## config.mk

```make
export PLATFORM = sky130hd
export DESIGN_NAME = i2c_multi_addr_detector
export DESIGN_NICKNAME = d
export VERILOG_FILES = /design/src/rtl/i2c_multi_addr_detector.sv
export SDC_FILE = /design/constraint.sdc
export NUM_CORES = 1
export LEC_CHECK = 0
export CELL_PAD_IN_SITES_DETAIL_PLACEMENT = 0
export CELL_PAD_IN_SITES_GLOBAL_PLACEMENT = 1
export CORE_MARGIN = 2
export CORE_UTILIZATION = 48
export DETAILED_ROUTE_END_ITERATION = 6
export GPL_TIMING_DRIVEN = 0
export PLACE_DENSITY = 0.93
export SYNTH_ARGS = -nofsm -noshare
export SYNTH_HDL_FRONTEND = slang
export SYNTH_SLANG_ARGS = --single-unit
```

## constraint.sdc

```tcl
create_clock -name clk -period 5.75 [get_ports clk]
set_clock_uncertainty 0.2 [all_clocks]
set_input_delay 0.575 -clock clk [delete_from_list [all_inputs] [get_ports clk]]
set_output_delay 0.575 -clock clk [all_outputs]
set_load 0.02 [all_outputs]
```

## src/rtl/i2c_multi_addr_detector.sv

```systemverilog
// i2c_multi_addr_detector
//   Passive I2C slave front end that recognises up to NUM_ADDR 7-bit slave
//   addresses (plus an optional general call). It ACKs matching address
//   bytes, ACKs every byte the master writes, and monitors master reads.
//   The slave never drives read data; it only tracks the master's ACK/NACK.
//
// Ports
//   clk        system clock, at least 8x the SCL rate
//   rst_n      asynchronous active-low reset
//   scl_in     raw bus SCL, asynchronous to clk
//   sda_in     raw bus SDA, asynchronous to clk
//   sda_oe     1 = pull SDA low (ACK)
//   wr_enable  addressed, master write in progress
//   rd_enable  addressed, master read in progress
//   hit_idx    index of the matched ADDR_LIST entry (0 on general call)
//   gcall      current transfer is a general call
//   rx_data    last received data byte, MSB first
//   rx_valid   one-clk pulse when rx_data updates
//   start_det  one-clk pulse on START or repeated START
//   stop_det   one-clk pulse on STOP
//
// state    | meaning
// ---------+-------------------------------------------------
// IDLE     | bus free, waiting for START
// ADDR     | shifting in 7 address bits + R/W
// ADDR_ACK | driving ACK for a matched address
// RX_DATA  | shifting in a byte written by the master
// RX_ACK   | driving ACK for a received byte
// TX_MON   | master read: counting bits, watching master ACK
// IGNORE   | not addressed, waiting for START/Sr or STOP
module i2c_multi_addr_detector #(
  parameter int                    NUM_ADDR  = 2,
  parameter logic [NUM_ADDR*7-1:0] ADDR_LIST = {7'h11, 7'h10},
  parameter bit                    GCALL_EN  = 1'b1,
  parameter int                    FILT_LEN  = 3,
  localparam int                   IW        = (NUM_ADDR > 1) ? $clog2(NUM_ADDR) : 1
) (
  input  logic          clk,
  input  logic          rst_n,
  input  logic          scl_in,
  input  logic          sda_in,
  output logic          sda_oe,
  output logic          wr_enable,
  output logic          rd_enable,
  output logic [IW-1:0] hit_idx,
  output logic          gcall,
  output logic [7:0]    rx_data,
  output logic          rx_valid,
  output logic          start_det,
  output logic          stop_det
);

  typedef enum logic [2:0] {IDLE, ADDR, ADDR_ACK, RX_DATA, RX_ACK, TX_MON, IGNORE} state_e;

  logic [1:0]          scl_s_q, scl_s_d, sda_s_q, sda_s_d;
  logic [FILT_LEN-1:0] scl_h_q, scl_h_d, sda_h_q, sda_h_d;
  logic                scl_f_q, scl_f_d, sda_f_q, sda_f_d;
  logic                scl_p_q, sda_p_q;
  state_e              state_q, state_d;
  logic [3:0]          cnt_q, cnt_d;
  logic [7:0]          sh_q, sh_d;
  logic                sda_oe_q, sda_oe_d, wr_q, wr_d, rd_q, rd_d, gcall_q, gcall_d;
  logic [IW-1:0]       hit_idx_q, hit_idx_d;
  logic [7:0]          rx_data_q, rx_data_d;
  logic                rx_valid_q, rx_valid_d, start_q, stop_q;

  logic scl_rise, scl_fall, start_ev, stop_ev;
  logic addr_hit, addr_gc;
  logic [IW-1:0] addr_idx;

  // Synchronizers feed a shift history; the filtered level only moves once
  // FILT_LEN consecutive samples agree.
  always_comb begin
    scl_s_d = {scl_s_q[0], scl_in};
    sda_s_d = {sda_s_q[0], sda_in};
    scl_h_d = (scl_h_q << 1) | FILT_LEN'(scl_s_q[1]);
    sda_h_d = (sda_h_q << 1) | FILT_LEN'(sda_s_q[1]);
    scl_f_d = scl_f_q;
    sda_f_d = sda_f_q;
    if (&scl_h_d)       scl_f_d = 1'b1;
    else if (~|scl_h_d) scl_f_d = 1'b0;
    if (&sda_h_d)       sda_f_d = 1'b1;
    else if (~|sda_h_d) sda_f_d = 1'b0;
  end

  assign scl_rise = scl_f_q & ~scl_p_q;
  assign scl_fall = ~scl_f_q & scl_p_q;
  // SCL must be high on both sides of the SDA edge to count as START/STOP.
  assign start_ev = scl_f_q & scl_p_q & sda_p_q & ~sda_f_q;
  assign stop_ev  = scl_f_q & scl_p_q & ~sda_p_q & sda_f_q;

  // Descending scan so the lowest matching index wins; general call only
  // when no list entry matched. sh_q holds the address byte through ADDR_ACK.
  always_comb begin
    addr_hit = 1'b0;
    addr_idx = '0;
    for (int i = NUM_ADDR - 1; i >= 0; i--) begin
      if (sh_q[7:1] == ADDR_LIST[7*i +: 7]) begin
        addr_hit = 1'b1;
        addr_idx = IW'(i);
      end
    end
    addr_gc = !addr_hit && GCALL_EN && (sh_q[7:1] == 7'h00) && !sh_q[0];
  end

  always_comb begin
    state_d    = state_q;
    cnt_d      = cnt_q;
    sh_d       = sh_q;
    sda_oe_d   = sda_oe_q;
    wr_d       = wr_q;
    rd_d       = rd_q;
    gcall_d    = gcall_q;
    hit_idx_d  = hit_idx_q;
    rx_data_d  = rx_data_q;
    rx_valid_d = 1'b0;
    if (stop_ev || start_ev) begin
      state_d  = stop_ev ? IDLE : ADDR;
      cnt_d    = 4'd0;
      sda_oe_d = 1'b0;
      wr_d     = 1'b0;
      rd_d     = 1'b0;
      gcall_d  = 1'b0;
    end else begin
      case (state_q)
        IDLE: ;
        ADDR: begin
          if (scl_rise) begin
            sh_d  = {sh_q[6:0], sda_f_q};
            cnt_d = cnt_q + 4'd1;
          end else if (scl_fall && cnt_q == 4'd8) begin
            cnt_d = 4'd0;
            if (addr_hit || addr_gc) begin
              sda_oe_d = 1'b1;
              state_d  = ADDR_ACK;
            end else begin
              state_d  = IGNORE;
            end
          end
        end
        ADDR_ACK: begin
          if (scl_rise) begin
            cnt_d = cnt_q + 4'd1;
          end else if (scl_fall && cnt_q == 4'd1) begin
            sda_oe_d  = 1'b0;
            cnt_d     = 4'd0;
            hit_idx_d = addr_idx;
            gcall_d   = addr_gc;
            if (sh_q[0]) begin
              rd_d    = 1'b1;
              state_d = TX_MON;
            end else begin
              wr_d    = 1'b1;
              state_d = RX_DATA;
            end
          end
        end
        RX_DATA: begin
          if (scl_rise) begin
            sh_d  = {sh_q[6:0], sda_f_q};
            cnt_d = cnt_q + 4'd1;
            if (cnt_q == 4'd7) begin
              rx_data_d  = {sh_q[6:0], sda_f_q};
              rx_valid_d = 1'b1;
            end
          end else if (scl_fall && cnt_q == 4'd8) begin
            sda_oe_d = 1'b1;
            cnt_d    = 4'd0;
            state_d  = RX_ACK;
          end
        end
        RX_ACK: begin
          if (scl_rise) begin
            cnt_d = cnt_q + 4'd1;
          end else if (scl_fall && cnt_q == 4'd1) begin
            sda_oe_d = 1'b0;
            cnt_d    = 4'd0;
            state_d  = RX_DATA;
          end
        end
        TX_MON: begin
          if (scl_rise) begin
            if (cnt_q == 4'd8) begin
              cnt_d = 4'd0;
              if (sda_f_q) begin
                rd_d    = 1'b0;
                state_d = IGNORE;
              end
            end else begin
              cnt_d = cnt_q + 4'd1;
            end
          end
        end
        IGNORE: ;
        default: state_d = IDLE;
      endcase
    end
  end

  always_ff @(posedge clk or negedge rst_n) begin
    if (!rst_n) begin
      scl_s_q    <= '1;
      sda_s_q    <= '1;
      scl_h_q    <= '1;
      sda_h_q    <= '1;
      scl_f_q    <= 1'b1;
      sda_f_q    <= 1'b1;
      scl_p_q    <= 1'b1;
      sda_p_q    <= 1'b1;
      state_q    <= IDLE;
      cnt_q      <= 4'd0;
      sh_q       <= 8'h00;
      sda_oe_q   <= 1'b0;
      wr_q       <= 1'b0;
      rd_q       <= 1'b0;
      gcall_q    <= 1'b0;
      hit_idx_q  <= '0;
      rx_data_q  <= 8'h00;
      rx_valid_q <= 1'b0;
      start_q    <= 1'b0;
      stop_q     <= 1'b0;
    end else begin
      scl_s_q    <= scl_s_d;
      sda_s_q    <= sda_s_d;
      scl_h_q    <= scl_h_d;
      sda_h_q    <= sda_h_d;
      scl_f_q    <= scl_f_d;
      sda_f_q    <= sda_f_d;
      scl_p_q    <= scl_f_q;
      sda_p_q    <= sda_f_q;
      state_q    <= state_d;
      cnt_q      <= cnt_d;
      sh_q       <= sh_d;
      sda_oe_q   <= sda_oe_d;
      wr_q       <= wr_d;
      rd_q       <= rd_d;
      gcall_q    <= gcall_d;
      hit_idx_q  <= hit_idx_d;
      rx_data_q  <= rx_data_d;
      rx_valid_q <= rx_valid_d;
      start_q    <= start_ev;
      stop_q     <= stop_ev;
    end
  end

  assign sda_oe    = sda_oe_q;
  assign wr_enable = wr_q;
  assign rd_enable = rd_q;
  assign gcall     = gcall_q;
  assign hit_idx   = hit_idx_q;
  assign rx_data   = rx_data_q;
  assign rx_valid  = rx_valid_q;
  assign start_det = start_q;
  assign stop_det  = stop_q;

endmodule

```

==> results of run 1 <==
==> Yosys cell counts, types with 2 or more instances <==
master     n  share of area [%]
nor3_1     2               0.51
mux2i_1    3                1.5
a22o_1     4                1.8
nor2b_1    3               0.96
nand2_1    6                1.2
nand3_1    3               0.77
a311oi_1   2               0.90
ha_1       3                1.9
buf_2      3               0.77
dfstp_2   12                 16
inv_1      7                1.3
mux2_1     9                5.2
a21oi_1    9                2.3
nor2_1    12                2.3
a21o_1     3                1.2
o21ai_0    8                2.1
nand2b_1   5                1.6
mux2_2     7                4.0
nor3b_1    2               0.77
dfrtp_1   31                 40
==> sequential cells by signal (all words and copies together), names as in the netlist <==
name / flops
sda_h_q: 2
rx_data: 8
hit_idx: 1
gcall: 1
stop_det: 1
state_q: 3
sda_oe: 1
wr_enable: 1
scl_s_q: 2
scl_h_q: 2
rd_enable: 1
scl_f_q: 1
start_det: 1
sda_f_q: 1
sh_q: 8
rx_valid: 1
cnt_q: 4
sda_p_q: 1
sda_s_q: 2
scl_p_q: 1
==> worst min path at each step <==
stage | endpoint | cells after the start | start | slack (ns)
after CTS | scl_s_q[1] | 0 | scl_s_q[0] | 0.16
after global routing | scl_s_q[1] | 0 | scl_s_q[0] | 0.16
after detailed placement | scl_s_q[1] | 0 | scl_s_q[0] | 0.15
final | scl_s_q[1] | 0 | scl_s_q[0] | 0.15
after global placement | sda_s_q[1] | 0 | sda_s_q[0] | 0.15
after floorplan | cnt_q[0] | 0 | rst_n | 0.08
==> area by class of cell <==
class                      instances  area (sq um)  area share [%]
buffer                             4         22.52          0.9772
clock inverter                     1         30.03           1.303
multi-input combinational        107         807.0           35.02
clock buffer                       7         76.32           3.312
tap                               50         62.56           2.714
inverter                           8         30.03           1.303
timing repair buffer              19         185.2           8.035
sequential                        43          1091           47.34
==> routing by layer <==
metal | wire, um | global-route usage, % | vias up
met5 | 0 | 0 | -
met3 | 158 | 4.667 | 2
met4 | 31 | 7.143 | 0
met2 | 1720 | 27.57 | 31
li1 | - | - | 638
met1 | 1627 | 22.89 | 654
==> kinds of logic after synthesis <==
| kind of cell | share of synthesized area [%] |
|---|---|
| XOR/XNOR | 0.4491 |
| adder cells (fa/ha/maj) | 1.925 |
| buffers and inverters | 2.694 |
| AO/OA/AOI/OAI | 14.50 |
| flip-flops | 55.93 |
| AND/OR/NAND/NOR | 13.73 |
| multiplexers | 10.78 |
==> power groups by stage <==
stage                     clock network [uW]  registers (uW)  logic [uW]
after floorplan                            0             389         200
after global placement                     0             388         267
after detailed placement                   0             390         280
after CTS                                231             384         281
after global routing                     248             391         310
final                                    225             385         280
==> per-stage QoR <==
step / hold WS [ns] / cells / worst slack [ns] / instance area, sq um
after floorplan: 0.07941 / 162 / 3.573 / 1951
after global placement: 0.1465 / 231 / 2.913 / 2203
after detailed placement: 0.1487 / 231 / 3.392 / 2198
after CTS: 0.1564 / 239 / 3.384 / 2305
after global routing: 0.1637 / 239 / 3.273 / 2305
final: 0.1527 / 239 / 3.390 / 2305
==> worst max-delay path: cells and delay by family (launching register included) <==
kind,cells,cell delay [ns]
and+or+nand+nor,1,0.22
AOI/OAI and AO/OA,3,0.79
buffers and inverters,1,0.07
adders and majority gates,1,0.18
muxes,1,0.34
DFF,1,0.44
==> impl_metrics.yaml, run 1 <==
final_layout:
  n_fill_cell: 321
  final_cell_mix: "dfrtp_1 (31), clkdlybuf4s50_1 (18), nor2_1 (12), dfstp_2 (12)"
  drive_above_1_share_pct: 20.11
  diodes: 0
  layout_commonest_cell: "dfrtp_1"
  areaGrowthSynthToFinish_pct: 18.15
  fin_nets: 195
  postLayoutCoreUtil_pct: 58.46
cts:
  cts_tree: "built"
  numClockSinks: 43
  clk_pin_slew_ns: 0.07
  cts_max_level: 2
  ctsResizeCount: 0
  clock_latency_ns: 0.29
  hold_buffers: 0
  cts_setup_buffers: 0
  ctsRootBufferMaster: "clkbuf_8"
  cts_max_path_buffers: 2
  numCtsBuffers: 5
power_and_ir_drop:
  p_total_uw: 890.0
  leakage_uw: 0.001043
  internal_power_uw: 596.6
  power_frac_clock_pct: 25.3
  power.share.combinational_pct: 31.5
  power_frac_seq_pct: 43.2
  p_sw_share_pct: 32.96
  peakVddDrop_mv: 0.2314
  powerDensity_nw_per_um2: 386.2
  p_sw_uw: 293.4
worst_setup_path:
  worstSetupStartpointType: "flop"
  worstPathMaxFanout: 6
  crit_end: "state_q[0]"
  r2r_cells: 7
  crit_path_cell_trace: "inv_1 > ha_1 > and3b_1 > a21o_1 > a2111oi_4 > o21bai_2 > mux2_1"
  critPathLaunch: "cnt_q[0]"
  critPathKind: "reg -> reg"
  reg2reg_from: "cnt_q[0]"
  r2r_slack_ns: 3.39
  cp_slowest_cell: "dfrtp_1"
  cp.arrival_ns: 2.33
  r2r-end: "state_q[0]"
  cp_slowest_stage_delay_ns: 0.44
  end_kind: "flop"
  required_ns: 5.72
synthesis:
  syn_nets: 169
  synth_edf_count: 0
  netlist_instances: 162
  ys.warnings.count: 0
  yosys_most_used_dff: "dfrtp_1"
  synth_cell_types: 48
  async_reset_ff_share_pct: 100.0
  yosysSeqAreaShare_pct: 55.93
  syn_avg_cell_area_sq_um: 12.04
  ys_ff_latch: 43
  syn_area_sq_um: 1951
grt:
  grt_remaining_overflow: 0
  grt_pass1_vias: 1264
  grt_pass1_wl_mm: 5.851
  grt_max_degree: 44
  grt_usage_pct: 17.49
  antenna_found_initial: 0
drt:
  ant_nets: 0
  firstDrtPassIters: 4
  dr.first_iter.drc_count: 54
  vias_per_cell: 5.544
  via_count: 1325
  drc: 0
  wl_per_cell_um: 14.80
  drt-total-wl_mm: 3.537
sta:
  finalCritPeriodShare_pct: 41.05
  fin_crit_ns: 2.360
  fin_tns_setup_ns: 0
  finalSetupViolCount: 0
  rsz0062_at_grt: "no"
  worst_pin_slew_ns: 0.9028
  relSlewSlack_pct: 39.81
  slew_viol_final: 0
  fmax_ghz: 0.4237
  hold_viol: 0
floorplan:
  fp.dieArea_sq_um: 4589
  die_y_um: 67.75
  rows: 23
  die_width_um: 67.75
  start_util_pct: 49.48
  core_area_sq_um: 3943
  pin_count: 20
flow_run:
  cap_violations: 0
placed_design:
  numPortBuffers: 19
  gp_congestion: 0.7900
  hpwlAfterDp_mm: 2.571
outcome:
  status: "finished, final reports clean"
min_path:
  hp-class: "reg -> reg"
No activity file was read; power rests on OpenSTA's default activity.
==> inputs of run 2 (changes only) <==
- CORE_UTILIZATION: 48 -> 45
- PLACE_DENSITY: 0.93 -> 0.88
- clock period: 5.75 -> 2.45 ns (I/O delays scaled with it)
==> impl_metrics.yaml, run 2 (synthesized netlist as in run 1, its figures left out) <==
cts:
  numClockSinks: 43
  cts_tree: "built"
  numCtsBuffers: 5
  cts_max_level: 2
  cts_max_path_buffers: 2
  clk_pin_slew_ns: 0.08
  ctsRootBufferMaster: "clkbuf_8"
  clock_latency_ns: 0.29
  cts_setup_buffers: 0
sta:
  fmax_ghz: 0.4320
  rsz0062_at_grt: "no"
  slew_viol_final: 0
  relSlewSlack_pct: 39.47
  fin_crit_ns: 2.315
  fin_tns_setup_ns: 0
  finalSetupViolCount: 0
  hold_viol: 0
  worst_pin_slew_ns: 0.9080
  finalCritPeriodShare_pct: 94.47
placed_design:
  gp_congestion: 0.8503
  dp_cells: 231
  hpwlAfterDp_mm: 2.559
  numPortBuffers: 19
  dpl_cell_area_sq_um: 2198
final_layout:
  fin_nets: 196
  areaGrowthSynthToFinish_pct: 18.15
  regArea_sq_um: 1091
  drive_above_1_share_pct: 21.05
  fin_area_sq_um: 2305
  n_fill_cell: 353
  multi_input_area_sq_um: 807.0
  final_cells: 240
  final_cell_mix: "dfrtp_1 (31), clkdlybuf4s50_1 (18), nor2_1 (12), dfstp_2 (12)"
  layout_commonest_cell: "dfrtp_1"
  diodes: 0
drt:
  vias_per_cell: 5.600
  firstDrtPassIters: 4
  ant_nets: 0
  drt-total-wl_mm: 3.525
  dr.first_iter.drc_count: 74
  via_count: 1344
  wl_per_cell_um: 14.69
  drc: 0
worst_setup_path:
  worstPathMaxFanout: 6
  crit_path_cell_trace: "inv_1 > ha_1 > and3b_1 > a21o_1 > a2111oi_4 > o21bai_2 > mux2_1"
  cp_slowest_stage_delay_ns: 0.43
  required_ns: 2.43
  critPathKind: "reg -> reg"
  worstSetupStartpointType: "flop"
  end_kind: "flop"
  cp_slowest_cell: "dfrtp_1"
  cp.arrival_ns: 2.30
power_and_ir_drop:
  powerDensity_nw_per_um2: 875.4
  power.share.combinational_pct: 32.2
  power_frac_seq_pct: 44.7
  power_frac_clock_pct: 23.1
  internal_power_uw: 1327
  p_sw_uw: 690.7
  leakage_uw: 0.001046
  p_sw_share_pct: 34.23
  peakVddDrop_mv: 0.4240
floorplan:
  core_area_sq_um: 4086
  die_width_um: 69.84
  pin_count: 20
  rows: 23
  die_y_um: 69.84
  fp.dieArea_sq_um: 4878
  start_util_pct: 47.73
grt:
  grt_pass1_wl_mm: 6.561
  grt_usage_pct: 16.95
  antenna_found_initial: 0
  grt_remaining_overflow: 0
  grt_max_degree: 44
  grt_pass1_vias: 1397
outcome:
  status: "finished, final reports clean"
flow_run:
  cap_violations: 0
min_path:
  hp-class: "in -> reg"
run 2: changes by cell type in the layout (fill, tap and decap cells not counted):
cell and delta:
clkbuf_1 -2, bufinv_16 -1, clkbuf_8 +1, clkinv_2 +1, dlygate4sd3_1 +1, inv_6 +1
run 2: worst paths after layout:
kind	startpoint	endpoint	slack, ns	depth (start not counted)
setup / recovery	cnt_q[0]	state_q[0]	0.14	7
hold / removal	scl_in	scl_s_q[0]	0.16	1
setup reg to reg	cnt_q[0]	state_q[0]	0.14	7
hold reg to reg	scl_s_q[0]	scl_s_q[1]	0.16	0
max in group asynchronous	rst_n	gcall	1.06	2
min in group asynchronous	rst_n	sh_q[0]	0.43	2
run 2: stage by stage:
| stage | worst slack (ns) | total power [uW] | hold slack, ns | util, % |
|---|---|---|---|---|
| floorplan | 0.2731 | 1384 | -0.2506 | - |
| global placement | -0.03364 | 1539 | 0.1461 | 53.92 |
| detailed placement | 0.1444 | 1565 | 0.1530 | 53.80 |
| CTS | 0.1379 | 2037 | 0.1479 | 56.40 |
| global route | 0.04464 | 2165 | 0.1474 | 56.40 |
| finish | 0.1354 | 2018 | 0.1551 | 56.40 |
run 2: timing repair:
action	4_1_cts	5_1_grt
hold buffers	1	0
hold endpoints to repair	31	0
gates resized for setup	0	0
run 2: cell type report:
cell class,count,share of cell area [%]
Multi-Input combinational cell,107,35.02
Buffer,4,0.9772
Clock inverter,2,0.5972
Tap cell,50,2.714
Sequential cell,43,47.34
Timing Repair Buffer,20,8.469
Inverter,8,1.303
Clock buffer,6,3.583
run 2: routing by layer:
layer	vias up	GRT usage [%]	part of all wire [%]
met3	8	4.942	4.3
met5	-	0	0
met4	0	6.624	1.6
met1	664	21.11	45
met2	32	27.83	49
li1	640	-	-
run 2: worst max-delay path: cells and delay by family, from the launching register on:
kind	cells	cell delay (ns)
multiplexers	1	0.33
AO/OA/AOI/OAI	3	0.78
adder cells (fa/ha/maj)	1	0.19
buffers and inverters	1	0.07
flip-flops	1	0.43
AND/OR/NAND/NOR	1	0.22
run 2: power by group through the flow:
stage                     logic (uW)  clock network [uW]  registers, uW
after floorplan                  470                   0            914
after global placement           626                   0            913
after detailed placement         648                   0            917
after CTS                        652                 482            904
after global routing             720                 521            923
final                            650                 465            902
==> inputs of run 3 (changes only) <==
- CORE_ASPECT_RATIO: not set -> 1.4
==> impl_metrics.yaml, run 3 (synthesized netlist as in run 1, its figures left out) <==
power_and_ir_drop:
  powerDensity_nw_per_um2: 918.3
  leakage_uw: 0.001053
  p_total_uw: 2126
  peakVddDrop_mv: 0.5196
floorplan:
  rows: 28
  start_util_pct: 46.40
  core_area_sq_um: 4204
  die_y_um: 81.90
  fp.dieArea_sq_um: 4885
  die_width_um: 59.65
  pin_count: 20
grt:
  met1_usage_pct: 20.96
  antenna_found_initial: 0
  grt-busiest-layer: "met2"
  grt_pass1_wl_mm: 6.361
  grt_usage_pct: 17.31
  gr-usage-met2_pct: 29.57
  grt_pass1_vias: 1340
  grt_remaining_overflow: 0
  gr-usage-met3_pct: 3.780
  grt_max_degree: 44
cts:
  clock_latency_ns: 0.29
  cts_setup_buffers: 0
  ctsResizeCount: 0
  cts_tree: "built"
  numCtsBuffers: 5
  clk_pin_slew_ns: 0.08
  numClockSinks: 43
  cts_max_path_buffers: 2
  cts_max_level: 2
  ctsRootBufferMaster: "clkbuf_8"
  hold_buffers: 1
worst_setup_path:
  worstPathMaxFanout: 6
  critPathKind: "reg -> reg"
  worstSetupStartpointType: "flop"
  r2r_cells: 7
  required_ns: 2.43
  cp.arrival_ns: 2.34
  critPathLaunch: "cnt_q[0]"
  reg2reg_from: "cnt_q[0]"
  end_kind: "flop"
sta:
  fin_ws_ns: 0.08857
  fin_tns_setup_ns: 0
  relSlewSlack_pct: 37.45
  fin_crit_ns: 2.361
  rsz0062_at_grt: "no"
  worst_pin_slew_ns: 0.9382
  finalSetupViolCount: 0
  slew_viol_final: 0
  finalCritPeriodShare_pct: 96.38
  hold_ws_ns: 0.1515
  fmax_ghz: 0.4235
  hold_viol: 0
drt:
  drt-total-wl_mm: 3.907
  via_count: 1365
  firstDrtPassIters: 4
  drc: 0
  ant_nets: 0
  vias_per_cell: 5.809
  dr.first_iter.drc_count: 51
  wl_per_cell_um: 16.63
final_layout:
  n_fill_cell: 375
  diodes: 0
  fin_nets: 196
  layout_commonest_cell: "dfrtp_1"
  areaGrowthSynthToFinish_pct: 18.67
  drive_above_1_share_pct: 21.05
  final_cell_mix: "dfrtp_1 (31), clkdlybuf4s50_1 (18), nor2_1 (12), dfstp_2 (12)"
  fin_area_sq_um: 2315
flow_run:
  cap_violations: 0
min_path:
  min-delay-start: "sda_in"
  min_path_cells: 1
  hp-class: "in -> reg"
placed_design:
  numPortBuffers: 19
  dpl_cell_area_sq_um: 2192
  gp_congestion: 0.8479
  hpwlAfterDp_mm: 2.717
  place_ws_ns: 0.1009
outcome:
  status: "finished, final reports clean"
## run 3: cell types whose count changed in the layout (fill, tap and decap cells not counted), sizes merged
| cell | previous run | this run |
|---|---|---|
| clkbuf | 6 | 5 |
| clkinv | 1 | 2 |
| bufinv | 0 | 1 |
| inv | 9 | 8 |
## run 3: area by class of cell
type,count,area [sq um],share of cell area [%]
flip-flops and latches,43,1091,47.14
multi-input cells,107,807.0,34.86
repair buffers,20,195.2,8.432
clock buffers,5,68.82,2.973
well taps,45,56.30,2.432
clock inverters,3,43.79,1.892
inverters,8,30.03,1.297
plain buffers,4,22.52,0.9730
## run 3: power breakdown
part           total [uW]  switching, uW  internal, uW
clock network         549            246           304
logic                 670            381           289
registers             906           97.8           809
total                2130            725          1400
## run 3: worst paths after layout
kind	end	slack [ns]
setup / recovery	state_q[0]	0.09
hold / removal	sda_s_q[0]	0.15
setup reg to reg	state_q[0]	0.09
hold reg to reg	sda_s_q[1]	0.16
max in group asynchronous	wr_enable	1.03
min in group asynchronous	cnt_q[1]	0.44
## run 3: metal layers
layer	wire length, um	vias to the layer above
li1	-	643
met3	149	8
met4	78	0
met1	1588	680
met5	0	-
met2	2090	34
## run 3: stage by stage
step,instances,utilization [%]
final,235,55.06
after global routing,235,55.06
after CTS,235,55.06
after detailed placement,226,52.14
after global placement,226,52.26
after floorplan,162,-
## run 3: critical path, stage by stage, from the launching register on
cell,delay (ns)
dfrtp_1,0.44
inv_1,0.06
ha_1,0.19
and3b_1,0.22
a21o_1,0.19
a2111oi_4,0.38
o21bai_2,0.22
mux2_1,0.34
